==> config.mk <==
export PLATFORM = sky130hd
export DESIGN_NAME = fetch_stage
export DESIGN_NICKNAME = d
export VERILOG_FILES = /design/src/rtl/fetch_stage.sv
export SDC_FILE = /design/constraint.sdc
export NUM_CORES = 1
export LEC_CHECK = 0
export BUFFER_PORTS_ARGS = -buffer_cell sky130_fd_sc_hd__buf_4
export CORE_MARGIN = 2
export CORE_UTILIZATION = 31
export CTS_CLUSTER_SIZE = 30
export DETAILED_ROUTE_END_ITERATION = 7
export PLACE_DENSITY = 0.49
export SLEW_MARGIN = 20
export SYNTH_ARGS = -nofsm -noshare
export SYNTH_HDL_FRONTEND = slang
export SYNTH_SLANG_ARGS = --single-unit
==> constraint.sdc <==
create_clock -name clk -period 2.6 [get_ports clk]
set_clock_uncertainty 0.05 [all_clocks]
set_input_delay 0 -clock clk [delete_from_list [all_inputs] [get_ports clk]]
set_output_delay 0 -clock clk [all_outputs]
set_load 0.05 [all_outputs]
==> src/rtl/fetch_stage.sv <==
// fetch_stage: instruction-fetch stage with PC, IF/ID register, stall,
// branch redirect, interrupt entry and one/two-word instruction support.
// Ports:
//   clk, reset (sync, active-low)
//   imem_addr / imem_rdata : combinational-read instruction memory
//   stall, redirect, redirect_pc : pipeline control from later stages
//   intr / intr_ack / intr_ret_pc : interrupt request, ack pulse, return PC
//   ifid_* : IF/ID register feeding decode
module fetch_stage #(
   parameter int unsigned ADDR_W   = 20,
   parameter int unsigned INSTR_W  = 16,
   parameter int unsigned RESET_PC = 32,
   parameter int unsigned INT_VEC  = 0,
   parameter int unsigned IMM_BIT  = 0
) (
   input  logic               clk,
   input  logic               reset,
   output logic [ADDR_W-1:0]  imem_addr,
   input  logic [INSTR_W-1:0] imem_rdata,
   input  logic               stall,
   input  logic               redirect,
   input  logic [ADDR_W-1:0]  redirect_pc,
   input  logic               intr,
   output logic               intr_ack,
   output logic [ADDR_W-1:0]  intr_ret_pc,
   output logic               ifid_valid,
   output logic [INSTR_W-1:0] ifid_op,
   output logic [INSTR_W-1:0] ifid_imm,
   output logic [ADDR_W-1:0]  ifid_pc,
   output logic               ifid_two_word
);

   typedef enum logic {
      ST_OP  = 1'b0,
      ST_IMM = 1'b1
   } state_t;

   state_t             state_q, state_d;
   logic [ADDR_W-1:0]  pc_q, pc_d;
   logic [INSTR_W-1:0] op_hold_q, op_hold_d;
   logic [ADDR_W-1:0]  op_pc_q, op_pc_d;
   logic               intr_ack_q, intr_ack_d;
   logic [ADDR_W-1:0]  intr_ret_pc_q, intr_ret_pc_d;
   logic               ifid_valid_q, ifid_valid_d;
   logic [INSTR_W-1:0] ifid_op_q, ifid_op_d;
   logic [INSTR_W-1:0] ifid_imm_q, ifid_imm_d;
   logic [ADDR_W-1:0]  ifid_pc_q, ifid_pc_d;
   logic               ifid_two_word_q, ifid_two_word_d;

   logic [ADDR_W-1:0]  pc_inc;

   assign pc_inc = pc_q + ADDR_W'(1);

   // State register
   always_ff @(posedge clk) begin
      if (!reset) begin
         state_q         <= ST_OP;
         pc_q            <= ADDR_W'(RESET_PC);
         op_hold_q       <= '0;
         op_pc_q         <= '0;
         intr_ack_q      <= 1'b0;
         intr_ret_pc_q   <= '0;
         ifid_valid_q    <= 1'b0;
         ifid_op_q       <= '0;
         ifid_imm_q      <= '0;
         ifid_pc_q       <= '0;
         ifid_two_word_q <= 1'b0;
      end else begin
         state_q         <= state_d;
         pc_q            <= pc_d;
         op_hold_q       <= op_hold_d;
         op_pc_q         <= op_pc_d;
         intr_ack_q      <= intr_ack_d;
         intr_ret_pc_q   <= intr_ret_pc_d;
         ifid_valid_q    <= ifid_valid_d;
         ifid_op_q       <= ifid_op_d;
         ifid_imm_q      <= ifid_imm_d;
         ifid_pc_q       <= ifid_pc_d;
         ifid_two_word_q <= ifid_two_word_d;
      end
   end

   // Next state: intr > redirect > stall > normal fetch
   always_comb begin
      state_d         = state_q;
      pc_d            = pc_q;
      op_hold_d       = op_hold_q;
      op_pc_d         = op_pc_q;
      intr_ack_d      = 1'b0;
      intr_ret_pc_d   = intr_ret_pc_q;
      ifid_valid_d    = ifid_valid_q;
      ifid_op_d       = ifid_op_q;
      ifid_imm_d      = ifid_imm_q;
      ifid_pc_d       = ifid_pc_q;
      ifid_two_word_d = ifid_two_word_q;

      if (intr) begin
         // A half-fetched two-word instruction restarts from its opcode word
         if (state_q == ST_IMM) begin
            intr_ret_pc_d = op_pc_q;
         end else if (redirect) begin
            intr_ret_pc_d = redirect_pc;
         end else begin
            intr_ret_pc_d = pc_q;
         end
         pc_d         = ADDR_W'(INT_VEC);
         state_d      = ST_OP;
         ifid_valid_d = 1'b0;
         intr_ack_d   = 1'b1;
      end else if (redirect) begin
         pc_d         = redirect_pc;
         state_d      = ST_OP;
         ifid_valid_d = 1'b0;
      end else if (!stall) begin
         pc_d = pc_inc;
         if (state_q == ST_OP) begin
            if (imem_rdata[IMM_BIT]) begin
               // Opcode of a two-word instruction: park it, emit a bubble
               op_hold_d    = imem_rdata;
               op_pc_d      = pc_q;
               state_d      = ST_IMM;
               ifid_valid_d = 1'b0;
            end else begin
               ifid_op_d       = imem_rdata;
               ifid_imm_d      = '0;
               ifid_pc_d       = pc_q;
               ifid_two_word_d = 1'b0;
               ifid_valid_d    = 1'b1;
            end
         end else begin
            ifid_op_d       = op_hold_q;
            ifid_imm_d      = imem_rdata;
            ifid_pc_d       = op_pc_q;
            ifid_two_word_d = 1'b1;
            ifid_valid_d    = 1'b1;
            state_d         = ST_OP;
         end
      end
   end

   assign imem_addr     = pc_q;
   assign intr_ack      = intr_ack_q;
   assign intr_ret_pc   = intr_ret_pc_q;
   assign ifid_valid    = ifid_valid_q;
   assign ifid_op       = ifid_op_q;
   assign ifid_imm      = ifid_imm_q;
   assign ifid_pc       = ifid_pc_q;
   assign ifid_two_word = ifid_two_word_q;

endmodule

==> metrics list <==
- Most common cell after layout, fill and taps aside: sky130_fd_sc_hd__buf_4
- Max transition margin: 0.517
- IR analysis of the VDD net gives a maximum drop of 0.429 mV.
- The routed layout has 5117 vias.
- Number of nets still failing antenna checks after routing: 0
* Final max-slew violation count: 0
* Setup slack after layout: 381 ps
* Hold violation count in the final report: 0
* Initial standard-cell utilization of the core: 0.315
* Type of origin of the critical path: register
- Clock-pin slew was measured on the worst setup and hold paths at 60 ps.
- Cell Area, Placed: 7040 um2
* Tightest Pin Transition: 724 ps
- The flow ran to the end, and the final reports show no timing, DRC or antenna violations.
- Of the available clock period, the critical path in the final layout requires 0.854.
- Counting flops and latches in the post-synthesis netlist gives 132.
- With fillers left out, the area of the finished cells amounts to 7970 um2.
- Before antenna repair, the detailed router went through 4 iterations.
- Clock latency on the worst-skew pair: 410 ps
- After detailed placement, the design holds a cell count of 975.
- Synthesis warning total: 0
* LEAKAGE: 3.51 nW
* Uppermost signal routing layer after detailed routing: met4
* Number of buffers added by the clock tree synthesis step: 17
- Of the cells placed in the final design, the portion with a size suffix greater than 1 is 0.227.
* PostCTS Resize Cnt: 0
* Setup repair after global routing missed its margin: false
- In the routed design, unresolved DRC markers number 0.
* Highest-count cells in the layout ignoring fill and taps: 145 x sky130_fd_sc_hd__buf_4, 131 x sky130_fd_sc_hd__dfxtp_1, 121 x sky130_fd_sc_hd__nand2_1
* RePlAce Congestion: 0.776
- Boundary Pins: 136
* Detailed-routed wire length on met3: 1.06 mm
- Library cells used by synthesis: 46
* Top flip-flop cell by instance count after synthesis: sky130_fd_sc_hd__dfxtp_1
- Number of clock sinks: 132
- Req. time, crit path: 2840 ps
* Synthesis-to-layout area growth: 35.8%
- Post-Syn Nets: 692
* Placement Setup Slack: 384 ps
- # nets final: 834
* Diodes inserted: 0
* Share of the synthesized area in the top cell type: 0.450
- Routed wire length: 16.7 mm
- Critical Path, Cell by Cell: ha_1 > nand3_2 > or4_1 > o21a_1 > o311a_1
* Number of antenna violations at the first check in global routing: 0
- Core Region: 18600 um2
- Initial DRC Count: 222
- Of the synthesized area, sequential elements account for 0.450.
* Origin of the worst min-delay path: redirect_pc[11]
* Gr ovfl total: 0
- Top cells by area in the synthesized netlist: sky130_fd_sc_hd__dfxtp_1 45%, sky130_fd_sc_hd__mux2i_1 9.6%, sky130_fd_sc_hd__nand2_1 7.7%
- In this run the clock root is driven by a sky130_fd_sc_hd__clkbuf_16.
- Vias in the first global route: 4961
* Post-layout min period: 2220 ps
* Hold-critical path endpoint: imem_addr[11]$_SDFFE_PP0P_
* Max-capacitance violation count: 0
- On the critical path, the stage with the largest delay is an instance of sky130_fd_sc_hd__or4_1.
* Met2 WL post-DR: 7.77 mm
- For the worst setup path, the data arrival time is 2460 ps.
* Number of port buffers: 135
* Wire length of the first global-routing pass: 26.2 mm
- Largest fanout on the critical path: 8
- Summed over all instances, the cell type with the most area after synthesis is sky130_fd_sc_hd__dfxtp_1.
- Final-report setup violation count: 0
- Detailed placement finished with a half-perimeter wire length of 11.2 mm.
- Vertical extent of the die: 142 um
* Bufs on Longest Clock Path: 2
* Cells after synthesis: 650
* Number of instances on the worst hold path: 4
- Depth of the CTS H-tree: 4
- CP endpoint kind: register
- R2r worst-path depth: 5
- Post-DR vias/cell: 4.92
- Power Dens Cells: 656 nW/um2
* GRT Total Usage: 0.167
- Horizontal die dimension: 142 um
* Register-to-register path setup slack: 380 ps
- R2R Path End: imem_addr[16]$_SDFFE_PP0P_
* Maximum number of pins on one net before global-route repair: 68
- The critical path is of the reg -> reg type.
- The die covers 20000 um2.
* Start of the worst register-to-register path: imem_addr[1]$_SDFFE_PP0P_
- Counting flops with an async set or reset pin after synthesis yields a share of 0.
- Dividing the detail-routed wire length by the instance count gives 16.1 um.
- Mean cell area of the mapped netlist: 9.03 um2
* Number of standard cells in the final layout excluding fillers: 1039
- Final TNS setup: 0 ps
* Met1 WL: 7.68 mm
- Static timing analysis puts the maximum clock frequency at 0.451 GHz.
* Netlist area before placement: 5870 um2
- TritonCTS built the clock tree.
- The initialized floorplan defines 50 standard-cell rows.
- Fillers: 1830
- For this run, the share of the core covered by cells in the final layout is 0.427.
- Post-synth EDFFs: 0
- The min-delay analysis places its worst path in the category in -> reg.
- Maximum single-stage delay on the critical path: 700 ps
==> critical path: cells and delay by family, from the launching register on <==
| family | cells | cell delay (ps) |
|---|---|---|
| AOI/OAI and AO/OA | 2 | 510 |
| adders and majority gates | 1 | 240 |
| DFF | 1 | 450 |
| and+or+nand+nor | 2 | 840 |
==> sequential cells by signal, summed over array words and instances, names as in the netlist, 16 cells and up <==
signal and count:
ifid_pc 20, imem_addr 20, ifid_imm 16, intr_ret_pc 20, ifid_op 16, op_pc_q 20
op_hold_q 16
==> stage by stage <==
stage	hold slack (ps)	total power, mW
6_report	31.9	5.23
5_1_grt	53.1	5.43
4_1_cts	22.3	5.28
3_5_place_dp	224	2.79
3_3_place_gp	210	2.78
2_1_floorplan	84.8	2.57
==> logic make-up (layout without fill, tap and decap cells) <==
| group | count (synthesis) | in the layout | share of synthesized area |
|---|---|---|---|
| adder cells (fa/ha/maj) | 1 | 1 | 0.00213 |
| flip-flops | 132 | 132 | 0.450 |
| AND/OR/NAND/NOR | 238 | 238 | 0.197 |
| multiplexers | 56 | 56 | 0.0955 |
| buffers and inverters | 62 | 217 | 0.0437 |
| AO/OA/AOI/OAI | 151 | 151 | 0.196 |
| XOR/XNOR | 10 | 10 | 0.0149 |
==> power by group <==
group | switching, mW | total [mW] | internal [mW]
registers | 0.0550 | 2.14 | 2.08
logic | 0.393 | 0.641 | 0.249
clock network | 0.881 | 2.45 | 1.56
==> worst max-delay path by stage <==
stage                         startpoint                         end  slack, ps  cells after the start
6_report       imem_addr[1]$_SDFFE_PP0P_  imem_addr[16]$_SDFFE_PP0P_        380                      5
5_1_grt        imem_addr[1]$_SDFFE_PP0P_  imem_addr[16]$_SDFFE_PP0P_        240                      5
4_1_cts        imem_addr[1]$_SDFFE_PP0P_  imem_addr[16]$_SDFFE_PP0P_        380                      5
3_5_place_dp   imem_addr[1]$_SDFFE_PP0P_  imem_addr[16]$_SDFFE_PP0P_        380                      5
3_3_place_gp   imem_addr[1]$_SDFFE_PP0P_  imem_addr[16]$_SDFFE_PP0P_        470                      5
2_1_floorplan  imem_addr[0]$_SDFFE_PP0P_  imem_addr[16]$_SDFFE_PP0P_        180                      6
==> final cells by class <==
type / count / area, um2 / area share
clock inverters: 7 / 93.8 / 0.0118
clock buffers: 25 / 515 / 0.0647
inverters: 8 / 30.0 / 0.00377
flip-flops and latches: 132 / 2640 / 0.332
well taps: 234 / 293 / 0.0368
repair buffers: 177 / 1410 / 0.177
multi-input cells: 456 / 2980 / 0.374
==> cell usage after synthesis, types with 2 or more instances <==
cell	n
sky130_fd_sc_hd__a211oi_1	2
sky130_fd_sc_hd__a21boi_0	29
sky130_fd_sc_hd__a21boi_1	9
sky130_fd_sc_hd__a21oi_1	10
sky130_fd_sc_hd__a22oi_1	16
sky130_fd_sc_hd__a31oi_1	2
sky130_fd_sc_hd__and2_1	2
sky130_fd_sc_hd__buf_1	5
sky130_fd_sc_hd__buf_2	12
sky130_fd_sc_hd__clkbuf_1	35
sky130_fd_sc_hd__dfxtp_1	132
sky130_fd_sc_hd__inv_1	8
sky130_fd_sc_hd__mux2i_1	56
sky130_fd_sc_hd__nand2_1	121
sky130_fd_sc_hd__nand2b_1	20
sky130_fd_sc_hd__nand3_1	19
sky130_fd_sc_hd__nand4_1	2
sky130_fd_sc_hd__nor2_1	7
sky130_fd_sc_hd__nor2b_1	38
sky130_fd_sc_hd__nor3_1	10
sky130_fd_sc_hd__nor4_1	3
sky130_fd_sc_hd__o211a_1	36
sky130_fd_sc_hd__o211ai_1	4
sky130_fd_sc_hd__o21a_1	7
sky130_fd_sc_hd__o21ai_0	25
sky130_fd_sc_hd__o311a_1	2
sky130_fd_sc_hd__o31a_1	6
sky130_fd_sc_hd__or3_1	4
sky130_fd_sc_hd__or4_1	2
sky130_fd_sc_hd__xnor2_1	10
==> what timing repair did <==
action                     CTS  global route
hold endpoints to repair    79             0
hold buffers                32             0
setup buffers                0             0
setup endpoints to repair    0             0
==> routing by layer <==
layer | up-vias | GRT usage
met5 | - | 0
met4 | 0 | 0.0442
met3 | 13 | 0.0587
met2 | 128 | 0.276
met1 | 2417 | 0.208
li1 | 2559 | -
(Power assumes the default switching activity.)
